===== config.mk =====
export PLATFORM = sky130hd
export DESIGN_NAME = instr_encoder
export DESIGN_NICKNAME = d
export VERILOG_FILES = /design/src/rtl/mips_enc_pkg.sv /design/src/rtl/instr_enc_core.sv /design/src/rtl/instr_encoder.sv
export SDC_FILE = /design/constraint.sdc
export NUM_CORES = 1
export LEC_CHECK = 0
export CORE_MARGIN = 1
export CORE_UTILIZATION = 47
export DETAILED_ROUTE_END_ITERATION = 7
export PLACE_DENSITY = 0.95
export SETUP_SLACK_MARGIN = 0.2
export SKIP_LAST_GASP = 1
export SLEW_MARGIN = 20
export SYNTH_ARGS = -nofsm -noshare
export SYNTH_HDL_FRONTEND = slang
export SYNTH_SLANG_ARGS = --single-unit

===== constraint.sdc =====
create_clock -name clk -period 3.4 [get_ports clk]
set_input_delay 0.51 -clock clk [delete_from_list [all_inputs] [get_ports clk]]
set_output_delay 0.51 -clock clk [all_outputs]
set_load 0.005 [all_outputs]

===== src/rtl/mips_enc_pkg.sv =====
// Shared types and constants for the MIPS instruction encoder.
// Holds the op enum, opcode/funct constants and the FSM state type.
package mips_enc_pkg;

  typedef enum logic [3:0] {
    OP_RTYPE = 4'd0,
    OP_JR    = 4'd1,
    OP_J     = 4'd2,
    OP_JAL   = 4'd3,
    OP_ADDI  = 4'd4,
    OP_ANDI  = 4'd5,
    OP_ORI   = 4'd6,
    OP_BEQ   = 4'd7,
    OP_BNE   = 4'd8,
    OP_LW    = 4'd9,
    OP_SW    = 4'd10,
    OP_SLTI  = 4'd11
  } op_t;

  localparam logic [5:0] OPC_SPECIAL = 6'b000000;
  localparam logic [5:0] OPC_J       = 6'b000010;
  localparam logic [5:0] OPC_JAL     = 6'b000011;
  localparam logic [5:0] OPC_ADDI    = 6'b001000;
  localparam logic [5:0] OPC_ANDI    = 6'b001100;
  localparam logic [5:0] OPC_ORI     = 6'b001101;
  localparam logic [5:0] OPC_BEQ     = 6'b000100;
  localparam logic [5:0] OPC_BNE     = 6'b000101;
  localparam logic [5:0] OPC_LW      = 6'b100011;
  localparam logic [5:0] OPC_SW      = 6'b101011;
  localparam logic [5:0] OPC_SLTI    = 6'b001010;

  localparam logic [5:0] FUNCT_JR    = 6'b001000;

  typedef logic [1:0] state_t;

  localparam state_t S_IDLE   = 2'd0;
  localparam state_t S_ACCEPT = 2'd1;
  localparam state_t S_WRITE  = 2'd2;
  localparam state_t S_DONE   = 2'd3;

endpackage


===== src/rtl/instr_enc_core.sv =====
// Combinational field-to-word mapping for R, I and J formats.
// Unknown ops yield a zero word and raise illegal.
module instr_enc_core
  import mips_enc_pkg::*;
(
  input  logic [3:0]  op,
  input  logic [4:0]  rs,
  input  logic [4:0]  rt,
  input  logic [4:0]  rd,
  input  logic [5:0]  funct,
  input  logic [15:0] imm,
  input  logic [25:0] target,
  output logic [31:0] word,
  output logic        illegal
);

  always_comb begin
    word    = '0;
    illegal = 1'b0;
    case (op)
      OP_RTYPE: word = {OPC_SPECIAL, rs, rt, rd, 5'd0, funct};
      OP_JR:    word = {OPC_SPECIAL, rs, 15'd0, FUNCT_JR};
      OP_J:     word = {OPC_J, target};
      OP_JAL:   word = {OPC_JAL, target};
      OP_ADDI:  word = {OPC_ADDI, rs, rt, imm};
      OP_ANDI:  word = {OPC_ANDI, rs, rt, imm};
      OP_ORI:   word = {OPC_ORI, rs, rt, imm};
      OP_BEQ:   word = {OPC_BEQ, rs, rt, imm};
      OP_BNE:   word = {OPC_BNE, rs, rt, imm};
      OP_LW:    word = {OPC_LW, rs, rt, imm};
      OP_SW:    word = {OPC_SW, rs, rt, imm};
      OP_SLTI:  word = {OPC_SLTI, rs, rt, imm};
      default:  illegal = 1'b1;
    endcase
  end

endmodule


===== src/rtl/instr_encoder.sv =====
// Encodes a stream of op requests and writes them to instruction memory.
// Optional ENC_ILLEGAL_CHECK_EN skips illegal ops and flags err.
module instr_encoder
  import mips_enc_pkg::*;
(
  input  logic        clk,
  input  logic        rst_n,
  input  logic        start,
  input  logic [31:0] base_addr,
  input  logic        in_valid,
  output logic        in_ready,
  input  logic [3:0]  in_op,
  input  logic [4:0]  in_rs,
  input  logic [4:0]  in_rt,
  input  logic [4:0]  in_rd,
  input  logic [5:0]  in_funct,
  input  logic [15:0] in_imm,
  input  logic [25:0] in_target,
  input  logic        in_last,
  output logic [31:0] mem_addr,
  output logic [31:0] mem_wdata,
  output logic        mem_we,
  input  logic        mem_ack,
  output logic        busy,
  output logic        done,
  output logic [15:0] count,
  output logic        err
);

  state_t      state;
  logic        last_q;
  logic [31:0] word;
  logic        illegal;

  instr_enc_core u_core (
    .op      (in_op),
    .rs      (in_rs),
    .rt      (in_rt),
    .rd      (in_rd),
    .funct   (in_funct),
    .imm     (in_imm),
    .target  (in_target),
    .word    (word),
    .illegal (illegal)
  );

`ifdef ENC_ILLEGAL_CHECK_EN
  logic err_q;
  assign err = err_q;
`else
  assign err = 1'b0;
`endif

  // Handshake outputs decode straight from state so reset drops them at once
  assign in_ready = (state == S_ACCEPT);
  assign mem_we   = (state == S_WRITE);
  assign busy     = (state != S_IDLE);
  assign done     = (state == S_DONE);

  always_ff @(posedge clk or negedge rst_n) begin
    if (!rst_n) begin
      state     <= S_IDLE;
      mem_addr  <= '0;
      mem_wdata <= '0;
      count     <= '0;
      last_q    <= 1'b0;
`ifdef ENC_ILLEGAL_CHECK_EN
      err_q     <= 1'b0;
`endif
    end else begin
      case (state)
        S_IDLE: begin
          if (start) begin
            mem_addr <= base_addr;
            count    <= '0;
`ifdef ENC_ILLEGAL_CHECK_EN
            err_q    <= 1'b0;
`endif
            state    <= S_ACCEPT;
          end
        end
        S_ACCEPT: begin
          if (in_valid) begin
`ifdef ENC_ILLEGAL_CHECK_EN
            if (illegal) begin
              err_q <= 1'b1;
              state <= in_last ? S_DONE : S_ACCEPT;
            end else
`endif
            begin
              // Illegal ops fall through as a nop word
              mem_wdata <= illegal ? 32'h0 : word;
              last_q    <= in_last;
              state     <= S_WRITE;
            end
          end
        end
        S_WRITE: begin
          if (mem_ack) begin
            mem_addr <= mem_addr + 32'd4;
            if (count != 16'hFFFF)
              count <= count + 16'd1;
            state <= last_q ? S_DONE : S_ACCEPT;
          end
        end
        S_DONE: state <= S_IDLE;
        default: state <= S_IDLE;
      endcase
    end
  end

endmodule


==> reports/qor.csv, run 1 <==
stage;metric;value;unit
clock_network;Longest Clk Path Bufs;2;
global_route;vias in the first global route;5002;
synthesis;Post-synth EDFFs;0;
clock_network;Clock Latency Late Sink;0.36;ns
timing;RSZ-0062 raised after global routing;false;
clock_network;post-CTS setup buffers;0;
timing;Setup-failing EPs final;0;
timing;slew margin rel.;39.40;%
critical_path;CP startpoint;state[1];
timing;final setup margin;0.8138;ns
timing;period utilization;76.07;%
clock_network;TritonCTS clock tree;yes;
routing;met2 wire len;7.571;mm
cells_and_area;Area growth syn-to-layout;46.12;%
clock_network;number of buffers created by CTS;9;
power_and_ir_drop;power density cells;702.8;nW/um^2
floorplan;row cnt;36;
critical_path;Crit path required time;2.89;ns
routing;highest routing layer actually used;met4;
timing;TNS Setup;0;ns
floorplan;Chip Height;101.9;um
power_and_ir_drop;Net Sw Power;1790;uW
min_path;min-delay worst type;primary input to asynchronous set/reset pin;
global_route;initial antenna violation count;0;
placed_design;gpl congestion;0.8880;
floorplan;initial core utilization;48.21;%
timing;final-report max-slew violation count;0;
placed_design;Port Buffers;187;
cells_and_area;layout cell share with drive strength beyond 1;5.442;%
clock_network;quantity of hold-fixing buffers added after cts;0;
floorplan;Die Wd;101.9;um
routing;Metal-1 WL;5.475;mm
global_route;first-pass GRT wire length;23.45;mm
synthesis;sequential area share after synthesis;43.74;%
routing;wire per inst;17.06;um
synthesis;asr flop ratio synth;100.0;%
timing;Final Critical Period;2.586;ns
timing;fmax;0.3867;GHz
placed_design;HPWL after detailed placement;10.87;mm
critical_path;critical path class;flip-flop to output port;
critical_path;WP data arrival;2.08;ns
cells_and_area;Ant. Diodes;0;
power_and_ir_drop;Leak;0.002720;uW
synthesis;synth warn;0;
clock_network;H-tree Lvls;3;
clock_network;post-cts resize count;0;
cells_and_area;# nets final;837;
global_route;pin count of the biggest net entering global routing;83;
global_route;total global routing overflow;0;
synthesis;Avg Synthesized Cell Area;8.347;sq um
power_and_ir_drop;sequential share of power;37.8;%
synthesis;Most used DFF post-synth;dfrtp_1;
routing;Pre-Repair DR Iteration Count;5;
placed_design;Setup WS pre-CTS;0.6530;ns
floorplan;boundary pin count;190;
synthesis;mapped cell area;4691;sq um
power_and_ir_drop;Gate power share;45.9;%
synthesis;Gate Count Post-Synth;562;
routing;vias per cell;6.070;
critical_path;crit start category;flip-flop;
routing;antenna-violating nets left;0;
timing;Least-Margin Pin Slew;0.9014;ns
floorplan;placeable core region;9729;sq um
run_status;outcome;finished, final reports clean;
power_and_ir_drop;P_int;3027;uW
critical_path;worst r2r src;state[1];
routing;First DRT Iteration DRCs;298;
cells_and_area;FILL cells;722;
critical_path;Crit Path Max Fanout;21;
synthesis;Netlist cell types;54;
routing;number of remaining DRC errors;0;
routing;via count;5269;
power_and_ir_drop;Sw Share;37.16;%
power_and_ir_drop;Worst IR Drop VDD;0.4158;mV
power_and_ir_drop;clock power share;16.3;%
synthesis;#FFs+latches synth;82;
global_route;Tot GR Track Use;29.00;%
clock_network;CTS Root Cell;clkbuf_8;
routing;routed length on met3;1.361;mm
timing;clock skew;0.007259;ns
clock_network;Sink Count;82;
clock_network;Reg clk slew, reported paths;0.09;ns
routing;Detailed Route WL;14.81;mm
timing;final hold violations;0;
floorplan;die area;10380;sq um
flow_run;Max Cap Viol;0;
critical_path;CP endpoint kind;output port;
-- routing by layer --
layer	vias to the layer above	global-route usage, %
li1	2404	-
met1	2497	33.58
met2	329	52.13
met3	39	4.856
met4	0	14.07
met5	-	0
-- synth_stat cells, types with 3 or more instances --
| library cell | instances | area, sq um |
|---|---|---|
| buf_1 | 3 | 11.26 |
| buf_2 | 6 | 30.03 |
| mux2i_1 | 8 | 80.08 |
| nor3_1 | 12 | 60.06 |
| o32ai_1 | 3 | 26.28 |
| nand2_1 | 80 | 300.3 |
| or3_1 | 4 | 25.02 |
| nor2b_1 | 6 | 37.54 |
| a31oi_1 | 11 | 68.82 |
| a311oi_1 | 4 | 35.03 |
| a221oi_1 | 10 | 87.58 |
| nor2_1 | 57 | 214.0 |
| a21oi_1 | 52 | 260.3 |
| o22ai_1 | 11 | 68.82 |
| dfrtp_1 | 82 | 2052 |
| and4_1 | 5 | 43.79 |
| nand3_1 | 18 | 90.09 |
| o21ai_0 | 49 | 245.2 |
| nor4_1 | 3 | 18.77 |
| inv_1 | 6 | 22.52 |
| buf_4 | 3 | 22.52 |
| a22oi_1 | 28 | 210.2 |
| a211oi_1 | 8 | 60.06 |
| and3_1 | 13 | 81.33 |
| nand4_1 | 11 | 68.82 |
| and2_1 | 5 | 31.28 |
| clkbuf_1 | 29 | 108.9 |
-- cell families (layout without fill, tap and decap cells) --
| family | Yosys count | in the layout | share of synthesized area (%) |
|---|---|---|---|
| AOI/OAI and AO/OA | 190 | 190 | 25.50 |
| xor gates and xnor gates | 2 | 2 | 0.3735 |
| adders and majority gates | 2 | 2 | 0.5334 |
| buffers and inverters | 49 | 221 | 4.481 |
| DFF | 82 | 82 | 43.75 |
| muxes | 10 | 10 | 2.187 |
| other | 1 | 2 | 0.07994 |
| and+or+nand+nor | 226 | 226 | 23.10 |
-- worst max-delay path, stage by stage (launching register included) --
cell	delay (ns)
dfrtp_1	0.76
nand2b_1	0.17
clkinv_1	0.24
clkdlybuf4s50_1	0.55
-- flip-flops by register name, summed over array words and instances, names as in the netlist --
| signal | count |
|---|---|
| mem_wdata | 31 |
| state | 2 |
| last_q | 1 |
| mem_addr | 32 |
| count | 16 |
-- power by group through the flow --
stage,combinational (uW),sequential (uW),clock (uW)
after floorplan,1000,1730,0
after global placement,2130,1790,0
after detailed placement,2200,1820,0
after CTS,2220,1810,801
after global routing,2430,1880,836
final,2210,1820,785
-- cell type report --
class	count	area [sq um]	area share [%]
flip-flops and latches	82	2052	29.94
well taps	133	166.4	2.428
repair buffers	198	1956	28.53
clock inverters	5	77.57	1.132
clock buffers	11	141.4	2.063
inverters	7	26.28	0.3834
multi-input cells	432	2435	35.52
-- stage by stage --
stage                     std cells  power, uW  instance area (sq um)  utilization, %  hold slack [ns]
after global placement          852       3921                   6631           68.16           0.4571
after floorplan                 563       2735                   4695               -           0.2144
after CTS                       868       4828                   6850           70.41           0.3560
after detailed placement        852       4025                   6631           68.16           0.4698
after global routing            868       5140                   6854           70.45           0.2531
final                           868       4817                   6854           70.45           0.1875
-- cells in the final DEF (no fill, tap or decap), types with 2 or more instances in the layout --
cell / instances
conb_1: 2
nor3_1: 12
o21ai_0: 49
or4_1: 2
o32ai_1: 3
dfrtp_1: 82
mux2i_1: 8
a21oi_1: 52
and4_1: 5
o31ai_1: 2
clkbuf_8: 10
nand2_1: 80
or3_1: 4
o22ai_1: 11
a221oi_1: 10
or2_2: 2
ha_1: 2
a22oi_1: 28
nor2b_1: 6
a211o_1: 2
clkdlybuf4s50_1: 186
mux2_2: 2
bufinv_16: 2
a311oi_1: 4
inv_1: 6
nand3_1: 18
a211oi_1: 8
clkinv_2: 2
nor2_2: 3
nor4_1: 3
and3_1: 13
nor2_1: 56
nand4_1: 11
and2_1: 5
buf_4: 11
xor2_1: 2
a31oi_1: 11
-- final timing paths --
kind / to / slack [ns] / depth (start not counted)
max: mem_we / 0.81 / 3
min: count[11] / 0.19 / 1
max reg2reg: mem_addr[16] / 0.91 / 5
min reg2reg: mem_addr[1] / 0.48 / 2
max in group asynchronous: mem_addr[6] / 2.69 / 1
min in group clk: mem_addr[1] / 0.48 / 2
(Power assumes the default switching activity.)
==> run 2, diff against run 1 <==
CORE_UTILIZATION = 40   (was 47)
PLACE_DENSITY = 0.87   (was 0.95)
clock period = 2.2 ns   (was 3.4 ns; I/O delays follow)
==> reports/qor.csv, run 2 (synthesized netlist as in run 1, its figures left out) <==
stage;metric;value;unit
floorplan;Die Wd;110.3;um
clock_network;number of buffers created by CTS;9;
routing;vias per cell;5.886;
cells_and_area;commonest non-fill, non-tap cell in the layout;clkdlybuf4s50_1;
floorplan;placeable core region;11420;sq um
global_route;pin count of the biggest net entering global routing;45;
placed_design;placed cells;883;
placed_design;Port Buffers;187;
timing;final-report max-slew violation count;0;
clock_network;H-tree Lvls;3;
timing;RSZ-0062 raised after global routing;true;
global_route;Tot GR Track Use;25.52;%
critical_path;CP endpoint kind;flip-flop;
floorplan;die area;12160;sq um
run_status;outcome;finished, final reports clean;
placed_design;HPWL after detailed placement;11.46;mm
timing;Setup-failing EPs final;0;
placed_design;DP Area;6827;sq um
critical_path;crit start category;flip-flop;
floorplan;boundary pin count;190;
routing;Detailed Route WL;15.58;mm
cells_and_area;Area growth syn-to-layout;55.03;%
cells_and_area;# nets final;864;
critical_path;Crit path required time;2.42;ns
cells_and_area;layout cell share with drive strength beyond 1;10.24;%
timing;clock skew;0.006939;ns
floorplan;initial core utilization;41.08;%
cells_and_area;FILL cells;948;
global_route;vias in the first global route;5089;
clock_network;Sink Count;82;
timing;final hold violations;0;
cells_and_area;Largest register FFs;32;
min_path;min-delay worst type;flip-flop to flip-flop;
clock_network;Longest Clk Path Bufs;2;
routing;number of remaining DRC errors;0;
power_and_ir_drop;Design Power;8212;uW
routing;wire per inst;17.21;um
global_route;first-pass GRT wire length;24.18;mm
timing;Final Critical Period;1.946;ns
clock_network;TritonCTS clock tree;yes;
flow_run;Max Cap Viol;0;
routing;antenna-violating nets left;0;
timing;Least-Margin Pin Slew;0.7353;ns
cells_and_area;most flop-heavy register;mem_addr;
power_and_ir_drop;Worst IR Drop VDD;0.5966;mV
timing;period utilization;88.45;%
cells_and_area;biggest regs;mem_addr x32, mem_wdata x31, count x16;
power_and_ir_drop;power density cells;1129;nW/um^2
critical_path;WP data arrival;2.16;ns
floorplan;Chip Height;110.3;um
clock_network;Reg clk slew, reported paths;0.06;ns
timing;Hold WS;0.4809;ns
global_route;total global routing overflow;0;
cells_and_area;Final Cell Area;7272;sq um
clock_network;CTS Root Cell;clkbuf_16;
power_and_ir_drop;Leak;0.002924;uW
placed_design;gpl congestion;0.8589;
floorplan;row cnt;39;
global_route;initial antenna violation count;1;
routing;First DRT Iteration DRCs;410;
routing;via count;5327;
cells_and_area;Ant. Diodes;0;
critical_path;Crit Path Max Fanout;9;
timing;slew margin rel.;50.76;%
routing;Pre-Repair DR Iteration Count;5;
timing;fmax;0.5139;GHz
cells_and_area;non-filler cells, final;905;
cells_and_area;most frequent cells in the layout;clkdlybuf4s50_1, nand2_1, dfrtp_1;
critical_path;critical path class;flip-flop to flip-flop;
clock_network;Clock Latency Late Sink;0.34;ns
## run 2: cell types whose count changed in the layout (fill, tap and decap cells not counted), sizes merged
cell,delta
buf,+24
bufinv,+1
clkbuf,+1
clkdlybuf4s50,-1
clkinv,-1
dlygate4sd3,+1
dlymetal6s2s,+1
o21a,+1
## run 2: repair_timing
| item | 4_1_cts | 5_1_grt |
|---|---|---|
| hold buffers | 1 | 0 |
| hold endpoints to repair | 21 | 0 |
| setup buffers | 3 | 1 |
| pin swaps | 1 | 3 |
| gates resized for setup | 7 | 10 |
| endpoints found under the setup margin | 19 | 30 |
| cloned | 0 | 1 |
## run 2: layout make-up
type                    count  area, sq um  area share [%]
repair buffers            224         2175           29.90
well taps                 143        178.9           2.460
flip-flops and latches     82         2057           28.29
multi-input cells         433         2500           34.38
clock inverters             5        102.6           1.411
clock buffers              11        232.7           3.200
inverters                   7        26.28          0.3613
## run 2: worst paths after layout
path	startpoint	to	slack, ns	depth (start not counted)
min in group asynchronous	rst_n	mem_addr[29]	0.51	2
max in group asynchronous	rst_n	state[0]	1.05	3
worst max-delay path	mem_addr[18]	mem_addr[30]	0.25	5
worst min-delay path	mem_wdata[3]	mem_wdata[3]	0.48	2
worst min register to register	mem_wdata[3]	mem_wdata[3]	0.48	2
worst max register to register	mem_addr[18]	mem_addr[30]	0.25	5
## run 2: where the power goes
group / leakage, uW / internal [uW] / total [uW] / switching, uW
Sequential: 0.00102 / 2140 / 2780 / 636
Combinational: 0.00174 / 2060 / 3720 / 1660
Clock: 0.000160 / 1110 / 1710 / 601
## run 2: per-stage QoR
step / setup slack (ns) / setup TNS, ns / utilization, %
after floorplan: 0.2179 / 0 / -
after global placement: -0.03903 / -0.2472 / 59.79
after detailed placement: -0.2206 / -2.137 / 59.79
after CTS: 0.1560 / 0 / 63.18
after global routing: 0.1623 / 0 / 63.69
final: 0.2540 / 0 / 63.69
## run 2: layer usage
| metal | routed length [um] | up-vias | part of all wire [%] | global-route usage (%) |
|---|---|---|---|---|
| li1 | - | 2468 | - | - |
| met1 | 6023 | 2526 | 39 | 29.62 |
| met2 | 8012 | 295 | 51 | 45.30 |
| met3 | 1167 | 36 | 7.5 | 4.409 |
| met4 | 362 | 2 | 2.3 | 12.41 |
| met5 | 13 | - | 0.083 | 0 |
## run 2: critical path: stages, from the launching register on
cell     delay [ns]
dfrtp_1        0.50
and3_1         0.23
nand4_1        0.31
or4_4          0.55
o22ai_1        0.17
a21oi_1        0.07
